$ cat src/rtl/data_bus_arbiter.sv
// Two-master arbiter in front of the shared data_bus decode. The winner's request fields are
// latched and held on the bus for HOLD_CYCLES cycles, then read data and exception are captured.
module data_bus_arbiter #(
  parameter int unsigned HOLD_CYCLES = 2,
  parameter bit          FIXED_PRIO  = 1'b0
) (
  input  logic        clk,
  input  logic        rst_n,
  input  logic        m0_req,
  input  logic        m0_rw,
  input  logic [1:0]  m0_len,
  input  logic [31:0] m0_addr,
  input  logic [31:0] m0_write,
  output logic        m0_gnt,
  output logic        m0_done,
  output logic [31:0] m0_read,
  output logic        m0_exc,
  input  logic        m1_req,
  input  logic        m1_rw,
  input  logic [1:0]  m1_len,
  input  logic [31:0] m1_addr,
  input  logic [31:0] m1_write,
  output logic        m1_gnt,
  output logic        m1_done,
  output logic [31:0] m1_read,
  output logic        m1_exc,
  output logic        bus_rw,
  output logic [1:0]  bus_len,
  output logic [31:0] bus_addr,
  output logic [31:0] bus_write,
  input  logic [31:0] bus_read,
  input  logic        bus_exc
);

  typedef enum logic [1:0] {
    ST_IDLE = 2'd0,
    ST_HOLD = 2'd1,
    ST_RESP = 2'd2
  } state_t;

  localparam logic [3:0] HOLD_LAST = 4'(HOLD_CYCLES - 1);

  state_t      state_r, state_s;
  logic [3:0]  cnt_r, cnt_s;
  logic        win_r, win_s;          // 1 = M1 owns the current access
  logic        last_m1_r, last_m1_s;  // 1 = M1 was granted last, so M0 wins the next tie
  logic        m0_gnt_r, m0_gnt_s, m1_gnt_r, m1_gnt_s;
  logic        m0_done_r, m0_done_s, m1_done_r, m1_done_s;
  logic [31:0] m0_read_r, m0_read_s, m1_read_r, m1_read_s;
  logic        m0_exc_r, m0_exc_s, m1_exc_r, m1_exc_s;
  logic        bus_rw_r, bus_rw_s;
  logic [1:0]  bus_len_r, bus_len_s;
  logic [31:0] bus_addr_r, bus_addr_s;
  logic [31:0] bus_write_r, bus_write_s;
  logic        grant_s, grant_m1_s;
  logic        sel_rw_s;
  logic [1:0]  sel_len_s;
  logic [31:0] sel_addr_s, sel_write_s;

  // Arbitration decision for the coming edge
  always_comb begin
    grant_s    = 1'b0;
    grant_m1_s = 1'b0;
    case (state_r)
      ST_IDLE: begin
        grant_s    = m0_req | m1_req;
        grant_m1_s = m1_req & (~m0_req | (~FIXED_PRIO & ~last_m1_r));
      end
      ST_RESP: begin
        // The finishing master still shows req this cycle, so only the other one may take over.
        grant_s    = win_r ? m0_req : (m1_req & (~FIXED_PRIO | ~m0_req));
        grant_m1_s = ~win_r;
      end
      default: begin
        grant_s    = 1'b0;
        grant_m1_s = 1'b0;
      end
    endcase
  end

  // Request fields of the master about to be granted
  always_comb begin
    sel_rw_s    = grant_m1_s ? m1_rw    : m0_rw;
    sel_len_s   = grant_m1_s ? m1_len   : m0_len;
    sel_addr_s  = grant_m1_s ? m1_addr  : m0_addr;
    sel_write_s = grant_m1_s ? m1_write : m0_write;
  end

  // Next-state and registered-output logic
  always_comb begin
    state_s     = state_r;
    cnt_s       = cnt_r;
    win_s       = win_r;
    last_m1_s   = last_m1_r;
    m0_gnt_s    = m0_gnt_r;
    m1_gnt_s    = m1_gnt_r;
    m0_done_s   = 1'b0;
    m1_done_s   = 1'b0;
    m0_read_s   = m0_read_r;
    m1_read_s   = m1_read_r;
    m0_exc_s    = m0_exc_r;
    m1_exc_s    = m1_exc_r;
    bus_rw_s    = bus_rw_r;
    bus_len_s   = bus_len_r;
    bus_addr_s  = bus_addr_r;
    bus_write_s = bus_write_r;
    case (state_r)
      ST_IDLE, ST_RESP: begin
        last_m1_s   = (state_r == ST_RESP) ? win_r : last_m1_r;
        state_s     = grant_s ? ST_HOLD : ST_IDLE;
        cnt_s       = 4'd0;
        win_s       = grant_s ? grant_m1_s : win_r;
        m0_gnt_s    = grant_s & ~grant_m1_s;
        m1_gnt_s    = grant_s & grant_m1_s;
        bus_rw_s    = grant_s & sel_rw_s;
        bus_len_s   = grant_s ? sel_len_s   : 2'd0;
        bus_addr_s  = grant_s ? sel_addr_s  : 32'd0;
        bus_write_s = grant_s ? sel_write_s : 32'd0;
      end
      ST_HOLD: begin
        if (cnt_r == HOLD_LAST) begin
          state_s     = ST_RESP;
          m0_gnt_s    = 1'b0;
          m1_gnt_s    = 1'b0;
          bus_rw_s    = 1'b0;
          bus_len_s   = 2'd0;
          bus_addr_s  = 32'd0;
          bus_write_s = 32'd0;
          if (win_r) begin
            m1_done_s = 1'b1;
            m1_read_s = bus_read;
            m1_exc_s  = bus_exc;
          end else begin
            m0_done_s = 1'b1;
            m0_read_s = bus_read;
            m0_exc_s  = bus_exc;
          end
        end else begin
          cnt_s = cnt_r + 4'd1;
        end
      end
      default: begin
        state_s     = ST_IDLE;
        cnt_s       = 4'd0;
        m0_gnt_s    = 1'b0;
        m1_gnt_s    = 1'b0;
        bus_rw_s    = 1'b0;
        bus_len_s   = 2'd0;
        bus_addr_s  = 32'd0;
        bus_write_s = 32'd0;
      end
    endcase
  end

  // State and output registers
  always_ff @(posedge clk or negedge rst_n) begin
    if (!rst_n) begin
      state_r     <= ST_IDLE;
      cnt_r       <= 4'd0;
      win_r       <= 1'b0;
      last_m1_r   <= 1'b1;
      m0_gnt_r    <= 1'b0;
      m1_gnt_r    <= 1'b0;
      m0_done_r   <= 1'b0;
      m1_done_r   <= 1'b0;
      m0_read_r   <= 32'd0;
      m1_read_r   <= 32'd0;
      m0_exc_r    <= 1'b0;
      m1_exc_r    <= 1'b0;
      bus_rw_r    <= 1'b0;
      bus_len_r   <= 2'd0;
      bus_addr_r  <= 32'd0;
      bus_write_r <= 32'd0;
    end else begin
      state_r     <= state_s;
      cnt_r       <= cnt_s;
      win_r       <= win_s;
      last_m1_r   <= last_m1_s;
      m0_gnt_r    <= m0_gnt_s;
      m1_gnt_r    <= m1_gnt_s;
      m0_done_r   <= m0_done_s;
      m1_done_r   <= m1_done_s;
      m0_read_r   <= m0_read_s;
      m1_read_r   <= m1_read_s;
      m0_exc_r    <= m0_exc_s;
      m1_exc_r    <= m1_exc_s;
      bus_rw_r    <= bus_rw_s;
      bus_len_r   <= bus_len_s;
      bus_addr_r  <= bus_addr_s;
      bus_write_r <= bus_write_s;
    end
  end

  assign m0_gnt    = m0_gnt_r;
  assign m0_done   = m0_done_r;
  assign m0_read   = m0_read_r;
  assign m0_exc    = m0_exc_r;
  assign m1_gnt    = m1_gnt_r;
  assign m1_done   = m1_done_r;
  assign m1_read   = m1_read_r;
  assign m1_exc    = m1_exc_r;
  assign bus_rw    = bus_rw_r;
  assign bus_len   = bus_len_r;
  assign bus_addr  = bus_addr_r;
  assign bus_write = bus_write_r;

endmodule

$ cat config.mk
export PLATFORM = sky130hd
export DESIGN_NAME = data_bus_arbiter
export DESIGN_NICKNAME = d
export VERILOG_FILES = /design/src/rtl/data_bus_arbiter.sv
export SDC_FILE = /design/constraint.sdc
export NUM_CORES = 1
export LEC_CHECK = 0
export ABC_CLOCK_PERIOD_IN_PS = 3800
export CORE_ASPECT_RATIO = 1.4
export CORE_UTILIZATION = 35
export CTS_BUF_LIST = sky130_fd_sc_hd__clkbuf_2
export DETAILED_ROUTE_END_ITERATION = 8
export PLACE_DENSITY_LB_ADDON = 0.3
export REMOVE_ABC_BUFFERS = 1
export SLEW_MARGIN = 10
export SYNTH_ARGS = -nofsm -noshare
export SYNTH_HDL_FRONTEND = slang
export SYNTH_SLANG_ARGS = --single-unit
$ cat constraint.sdc
create_clock -name clk -period 3.8 [get_ports clk]
set_input_delay 1.14 -clock clk [delete_from_list [all_inputs] [get_ports clk]]
set_output_delay 1.14 -clock clk [all_outputs]
set_load 0.02 [all_outputs]
## Yosys cells after proc, flatten, opt, wreduce, memory -nomap -nowiden

Cells that the tools add are included.
Widths: inputs -> output; s select.

- Add/subtract/negate cells: 1
- Equality and inequality tests: 5
- Mux-type cells: 30
- Bitwise logic cells: 10
- Reduce and logical (&&, ||, !) cells: 6

Operator list:

| operator | count |
|---|---|
| $mux 32 | 5 |
| $pmux 32 s2 | 2 |
| $mux 1 | 10 |
| $pmux 1 s2 | 5 |
| $mux 2 | 4 |
| $mux 4 | 2 |
| $pmux 2 s2 | 2 |
| $reduce_and 3->1 | 2 |
| $add 4x1->4 const B | 1 |
| $and 1x1->1 | 4 |
| $eq 4x1->1 const B | 1 |
| $ne 2x2->1 const B | 2 |
| $not 1->1 | 4 |
| $reduce_and 2->1 | 2 |
| $eq 2x1->1 const B | 1 |
| $eq 2x2->1 const B | 1 |
| $logic_not 2->1 | 1 |
| $or 1x1->1 | 2 |
| $reduce_or 2->1 | 1 |

- Bits in registers: 145
- Bits of input ports: 171
- Output and inout bits: 137

## Depth between registers and ports, before layout

Gate-level depths: netlist of the first run.

- Word-level depth: 7
- Mapped depth: 8
- Depth with buffers taken out: 6

## Worst setup path after synthesis of the first run

Ideal clock, no wire load.

- Kind: input port to flip-flop
- Start: input port m0_req
- End: register bus_addr_r[10], in the netlist bus_addr[10]
- Setup time: 121 ps
- Arrival: 2238 ps
- Setup slack: 1441 ps
- Stages: 6
- Cells stage by stage: and2_1 -> nor3_2 -> buf_2 -> buf_1 -> o221ai_1 -> a22o_1

- Cells in the longest elaborated chain, start to end: 7

RTL lines:

| element | line | RTL |
|---|---|---|
| start: declaration | 9 | `input logic m0_req,` |
| $not 1->1 | n/a |  |
| $or 1x1->1 | 67 | `grant_m1_s = m1_req & (~m0_req \| (~FIXED_PRIO & ~last_m1_r));` |
| $and 1x1->1 | 67 |  |
| $pmux 1 s2 | 64 | `case (state_r)` |
| $mux 32 | 85 | `sel_addr_s = grant_m1_s ? m1_addr : m0_addr;` |
| $mux 32 (*) | 117 | `bus_addr_s = grant_s ? sel_addr_s : 32'd0;` |
| $pmux 32 s2 (*) | 107 | `case (state_r)` |
| end signal: assignment | 189 | `bus_addr_r <= bus_addr_s;` |
| end: declaration | 53 | `logic [31:0] bus_addr_r, bus_addr_s;` |

Mark *: on every way between the ends. The rest lies on a longest branch, timed or not.
A chain may end at the register's enable or synchronous reset.

## Final worst setup path of the first run

- Start: register bus_addr_r[31], in the netlist bus_addr[31]
- End: output port bus_addr[31]

RTL lines:

| element | line | RTL |
|---|---|---|
| end: declaration | 29 | `output logic [31:0] bus_addr,` |

No word-level cell between the ends.

==> results.yml, run 1 <==
place:
  portBuffers: 307
  gp_congestion: 0.762
  placedInstanceArea_sq_mm: 0.0101
  dpl.hpwl_mm: 13.8
worst_setup_path:
  cp_cell_sequence: "clkdlybuf4s50_1"
  cp_top_family: "buffers and inverters"
  cp_num_buf_inv: 1
  slowest_delay_ns: 0.63
  r2r_slack_ns: 1.31
  cp_data_arrival_time_ns: 1.75
  r2r_cells: 5
  cp-end-kind: "primary output"
  start_kind: "flop"
  reg2reg_from: "state_r[0]"
  crit_type: "reg -> out"
  crit_path_top_delay_cell: "clkdlybuf4s50_1"
  crit_required_ns: 2.66
  r2r_end: "bus_addr[18]"
  path_max_fanout: 2
sta:
  finalMaxSlewViolations: 0
  setup_viol: 0
  clock_skew_ns: 0.0470
  rsz0062_at_grt: "false"
  period_minus_slack_ns: 2.89
  worst_pin_slew_ns: 0.887
  layout_worst_path_cycle_share_pct: 76.1
  hold_viol: 0
  relSlewSlack_pct: 40.6
  timing.fmax_mhz: 346
run:
  cap_violations: 0
logic_synthesis:
  synthAdderAreaFrac_pct: 0.365
  synth_area_leaders: "dfrtp_1 (53%), nand2_1 (11%), mux2_2 (10%), a22o_1 (8.7%), o221ai_1 (8.6%)"
  ys_types: 33
  synthCells: 642
  synth_top_family_by_area: "compound AO/OA/AOI/OAI gates"
  synth_compound_area_share_pct: 18.1
  synth_area_per_cell_sq_um: 10.7
  ys_seq_area_share_pct: 52.9
  synth.cell_area_sq_mm: 0.00686
  synth_warnings: 0
  synth-xor-area-share_pct: 0.383
  synth_top_area_share_pct: 52.6
  yosysTopAreaCell: "dfrtp_1"
  synth-seq-cells: 145
  synth.area.mux_share_pct: 11.0
  synth_simple_gate_area_share_pct: 12.8
die:
  core_sq_mm: 0.0192
  fp.dieH_microns: 168
  start_util_pct: 35.7
  die_w_microns: 120
  die_area_sq_mm: 0.0202
  ioPinCount: 308
  num_rows: 60
global_routing:
  grt_start_max_net_pins: 71
  grt_use_total_pct: 21.3
  busiest_layer: "met2"
  antenna_found_initial: 2
  grt_util_met2_pct: 34.0
  grt.overflow.total: 0
  grt_pass1_wl_mm: 33.6
  use_met1_pct: 25.7
  grt_pass1_vias: 6212
  met3_usage_pct: 8.11
clock_tree:
  cts.sinks: 145
  clk_latency_ns: 0.68
  clock_path_buffers: 2
  cts_setup_buffers: 0
  cts-hold-fix-buffers: 0
  cts_inserted_buffers: 17
  clkTransAtPathRegs_ns: 0.26
  cts_tree: "yes"
  cts-root-buf: "clkbuf_2"
  htree_levels: 4
  cts_resized: 0
routing:
  first_pass_iters: 5
  via_per_inst: 5.22
  drt_iter0_drc: 362
  routedWlPerCell_microns: 17.8
  drc_errors: 0
  ant_nets: 0
  wl_mm: 21.0
  num_vias: 6165
final_layout:
  utilization_pct: 53.9
  fillers: 1766
  fin_area_sq_mm: 0.0104
  syn2layout_area_growth_pct: 51.0
  final_common_cell: "clkdlybuf4s50_1"
  drive_gt1_share_pct: 12.7
  fin_nets: 1093
  final_cell_mix: "clkdlybuf4s50_1 (306), nand2_1 (204), dfrtp_1 (143)"
outcome:
  outcome: "complete, no violations"
power_and_ir_drop:
  ir_drop_uv: 347
  p_leak_uw: 0.00449
  power_density_mw_per_mm2: 813
hold_path:
  hold_path_class: "in -> async"
## area by class of cell
cell class / count / area [sq um] / share of cell area, %
clock inverters: 12 / 161 / 1.56
flip-flops and latches: 145 / 3630 / 35.1
multi-input cells: 433 / 2940 / 28.4
well taps: 248 / 310 / 3.00
repair buffers: 319 / 3200 / 30.9
clock buffers: 18 / 90.1 / 0.870
inverters: 4 / 15.0 / 0.145
diodes: 3 / 7.51 / 0.0725
## cells in the mapped netlist
cell        n
a21boi_0    2
a22o_1     68
a31o_2      1
and2_1      1
and2b_1     1
buf_1       7
buf_2       7
buf_4       1
buf_6       7
clkbuf_1   38
dfrtp_1   144
dfstp_2     1
ha_1        2
inv_1       3
inv_2       1
mux2_1      4
mux2_2     63
nand2_1   204
nand2_2     1
nand2b_1    2
nand3_1     1
nor2_1      4
nor3_1      1
nor3_2      1
nor3b_4     2
o21ai_0     1
o221a_2     1
o221ai_1   67
o31a_1      1
o31ai_1     1
or2_1       1
xnor2_1     1
xor2_1      2
## cells by family after synthesis
group	Yosys count
compound gates	142
xor+xnor	3
fa+ha+maj	2
buf+inv	64
flops	145
mux	67
simple gates	219
## how the worst max path moves through the flow
stage / to / start / depth (start not counted) / slack (ns)
6_report: bus_addr[31] / bus_addr[31] / 1 / 0.91
5_1_grt: bus_addr[6] / bus_addr[6] / 1 / 0.77
4_1_cts: bus_addr[31] / bus_addr[31] / 1 / 0.83
3_5_place_dp: bus_addr[14] / m1_req / 5 / 0.76
3_3_place_gp: bus_write[5] / m1_req / 5 / 0.78
2_1_floorplan: bus_addr[0] / state_r[0] / 3 / -0.51
## power by group
part           switching [uW]  internal, uW  leakage (uW)  total [uW]
Sequential                366          2220       0.00180        2590
Combinational            2580          2300       0.00255        4880
Clock                     581           366      0.000143         947
Total                    3530          4890       0.00449        8420
## layer usage
layer  vias to the layer above  share of wire [%]
met3                        38                 10
met5                         -                  0
li1                       2877                  -
met1                      2945                 40
met4                         0                3.0
met2                       305                 47
## state kept, by name (all words and copies together) (netlist names), 2 cells and up
name,flops
state_r,2
bus_write,32
cnt_r,4
m0_read,32
bus_len,2
m1_read,32
bus_addr,32
## through the flow
step                setup slack (ns)  cells  total power, uW  setup TNS [ns]  hold slack, ns
finish                         0.908   1182             8420               0           0.437
floorplan                     -0.509    582             5290          -35.36           0.496
global route                   0.765   1180             8980               0           0.377
CTS                            0.830   1179             8520               0           0.406
detailed placement             0.762   1149             7560               0           0.474
global placement               0.785   1149             7490               0           0.466
No activity file was read; power rests on OpenSTA's default activity.
==> inputs of run 2 (changes only) <==
--- a/config.mk
+++ b/config.mk
@@ -5,7 +5,7 @@
 export SDC_FILE = /design/constraint.sdc
 export NUM_CORES = 1
 export LEC_CHECK = 0
-export ABC_CLOCK_PERIOD_IN_PS = 3800
+export ABC_CLOCK_PERIOD_IN_PS = 2400
 export CORE_ASPECT_RATIO = 1.4
 export CORE_UTILIZATION = 35
 export CTS_BUF_LIST = sky130_fd_sc_hd__clkbuf_2
==> constraint.sdc (replaced) <==
create_clock -name clk -period 2.4 [get_ports clk]
set_input_delay 0.72 -clock clk [delete_from_list [all_inputs] [get_ports clk]]
set_output_delay 0.72 -clock clk [all_outputs]
set_load 0.02 [all_outputs]
==> run 2 against run 1 <==
Compared with the run above: count of clock-buffer cells in the layout unchanged; clock skew down 0.0037 ns; combinational power grew 48%; non-clock buffer count grew 15; flip-flop and latch count is the same; total power is 52% higher; register-to-register slack worse by 0.96 ns; wire length up 2.0%; critical endpoint unchanged; hold slack gained 0.071 ns; design area grew 0.60%.
==> results.yml, run 2 (same netlist as run 1, synthesis figures left out) <==
die:
  ioPinCount: 308
  die_w_microns: 120
  core_sq_mm: 0.0192
  die_area_sq_mm: 0.0202
  fp.dieH_microns: 168
  num_rows: 60
  start_util_pct: 35.7
outcome:
  outcome: "complete, no violations"
worst_setup_path:
  crit_required_ns: 1.68
  cp_num_buf_inv: 1
  crit_type: "reg -> out"
  cp_data_arrival_time_ns: 1.48
  r2r_slack_ns: 0.35
  crit_path_top_delay_cell: "dfrtp_1"
  slowest_delay_ns: 0.46
  reg2reg_from: "cnt_r[1]"
  cp-end-kind: "primary output"
  cp_cell_sequence: "dlygate4sd2_1"
  start_kind: "flop"
  cp_top_family: "flip-flops"
  r2r_cells: 7
  r2r_end: "m0_read[26]"
  path_max_fanout: 2
sta:
  layout_worst_path_cycle_share_pct: 91.6
  clock_skew_ns: 0.0433
  relSlewSlack_pct: 51.0
  period_minus_slack_ns: 2.20
  worst_pin_slew_ns: 0.735
  finalMaxSlewViolations: 0
  timing.fmax_mhz: 455
  hold_viol: 0
  finalWorstSetupSlack_ns: 0.203
  setup_viol: 0
  rsz0062_at_grt: "false"
  tns_ns: 0
final_layout:
  drive_gt1_share_pct: 14.0
  syn2layout_area_growth_pct: 52.0
  fin_nets: 1108
  final_common_cell: "nand2_1"
  fillers: 1845
  fin_area_sq_mm: 0.0104
  final_cell_mix: "nand2_1 (204), clkdlybuf4s50_1 (169), dfrtp_1 (143)"
run:
  cap_violations: 0
place:
  portBuffers: 307
  place_ws_ns: -0.0265
  dpl.hpwl_mm: 14.7
  placedInstanceArea_sq_mm: 0.0103
  gp_congestion: 0.771
global_routing:
  grt_start_max_net_pins: 71
  grt.overflow.total: 0
  antenna_found_initial: 4
  grt_pass1_wl_mm: 33.7
  grt_pass1_vias: 6282
  grt_use_total_pct: 21.5
routing:
  first_pass_iters: 7
  num_vias: 6258
  drt_iter0_drc: 413
  via_per_inst: 5.22
  routedWlPerCell_microns: 17.8
  ant_nets: 0
  wl_mm: 21.4
  drc_errors: 0
clock_tree:
  clkTransAtPathRegs_ns: 0.25
  clk_latency_ns: 0.68
  cts_inserted_buffers: 17
  clock_path_buffers: 2
  htree_levels: 4
  cts_setup_buffers: 0
  cts-root-buf: "clkbuf_2"
  cts_tree: "yes"
  cts.sinks: 145
hold_path:
  hold_path_class: "reg -> reg"
  hp-start: "m0_read[25]"
  whs_endpoint: "m0_read[25]"
  whs_path_depth: 1
power_and_ir_drop:
  ir_drop_uv: 561
  power_density_mw_per_mm2: 1230
  p_leak_uw: 0.00494
  finalPower_uw: 12800
==> run 2: worst max path at each step <==
stage | slack, ns | cells past startpoint | from | to
4_1_cts | 0.08 | 1 | bus_addr[31] | bus_addr[31]
2_1_floorplan | -1.91 | 3 | state_r[0] | bus_addr[0]
3_5_place_dp | -0.03 | 6 | m1_req | bus_addr[0]
6_report | 0.20 | 1 | bus_addr[31] | bus_addr[31]
5_1_grt | 0.05 | 1 | bus_addr[31] | bus_addr[31]
3_3_place_gp | 0.03 | 6 | m1_req | bus_write[26]
==> run 2: repair_timing <==
action,4_1_cts,5_1_grt
endpoints found under the hold margin,43,0
setup endpoints to repair,137,0
resized for setup,137,0
hold buffers,1,0
==> run 2: area by class of cell <==
type                    instances  area (sq um)  area share [%]
flip-flops and latches        145          3630            34.9
repair buffers                334          3270            31.4
multi-input cells             433          2940            28.2
well taps                     248           310            2.98
clock inverters                14           155            1.49
clock buffers                  18          90.1           0.865
inverters                       4          15.0           0.144
diodes                          3          7.51          0.0721
==> run 2: power by group <==
group | internal (uW) | switching (uW)
clock | 499 | 948
sequential | 3520 | 574
combinational | 3140 | 4100
==> run 2: metal layers <==
| metal | wire (microns) | track usage (%) | vias to the layer above |
|---|---|---|---|
| li1 | - | - | 2910 |
| met1 | 8390 | 25.4 | 3030 |
| met2 | 10700 | 36.5 | 290 |
| met3 | 1930 | 7.15 | 26 |
| met4 | 379 | 6.76 | 2 |
| met5 | 13 | 0 | - |
==> run 2: per-stage QoR <==
stage | util, % | hold slack [ns] | std cells
after floorplan | - | 0.424 | 582
after global routing | 54.2 | 0.454 | 1198
after detailed placement | 53.7 | 0.474 | 1163
final | 54.2 | 0.508 | 1199
after CTS | 54.2 | 0.432 | 1196
after global placement | 53.7 | 0.467 | 1163
==> inputs of run 3 (changes only) <==
--- a/config.mk
+++ b/config.mk
@@ -12,7 +12,6 @@
 export DETAILED_ROUTE_END_ITERATION = 8
 export PLACE_DENSITY_LB_ADDON = 0.3
 export REMOVE_ABC_BUFFERS = 1
-export SLEW_MARGIN = 10
 export SYNTH_ARGS = -nofsm -noshare
 export SYNTH_HDL_FRONTEND = slang
 export SYNTH_SLANG_ARGS = --single-unit
==> results of run 3 <==
The final DEF is identical to that of run 2; final timing and power are the same.
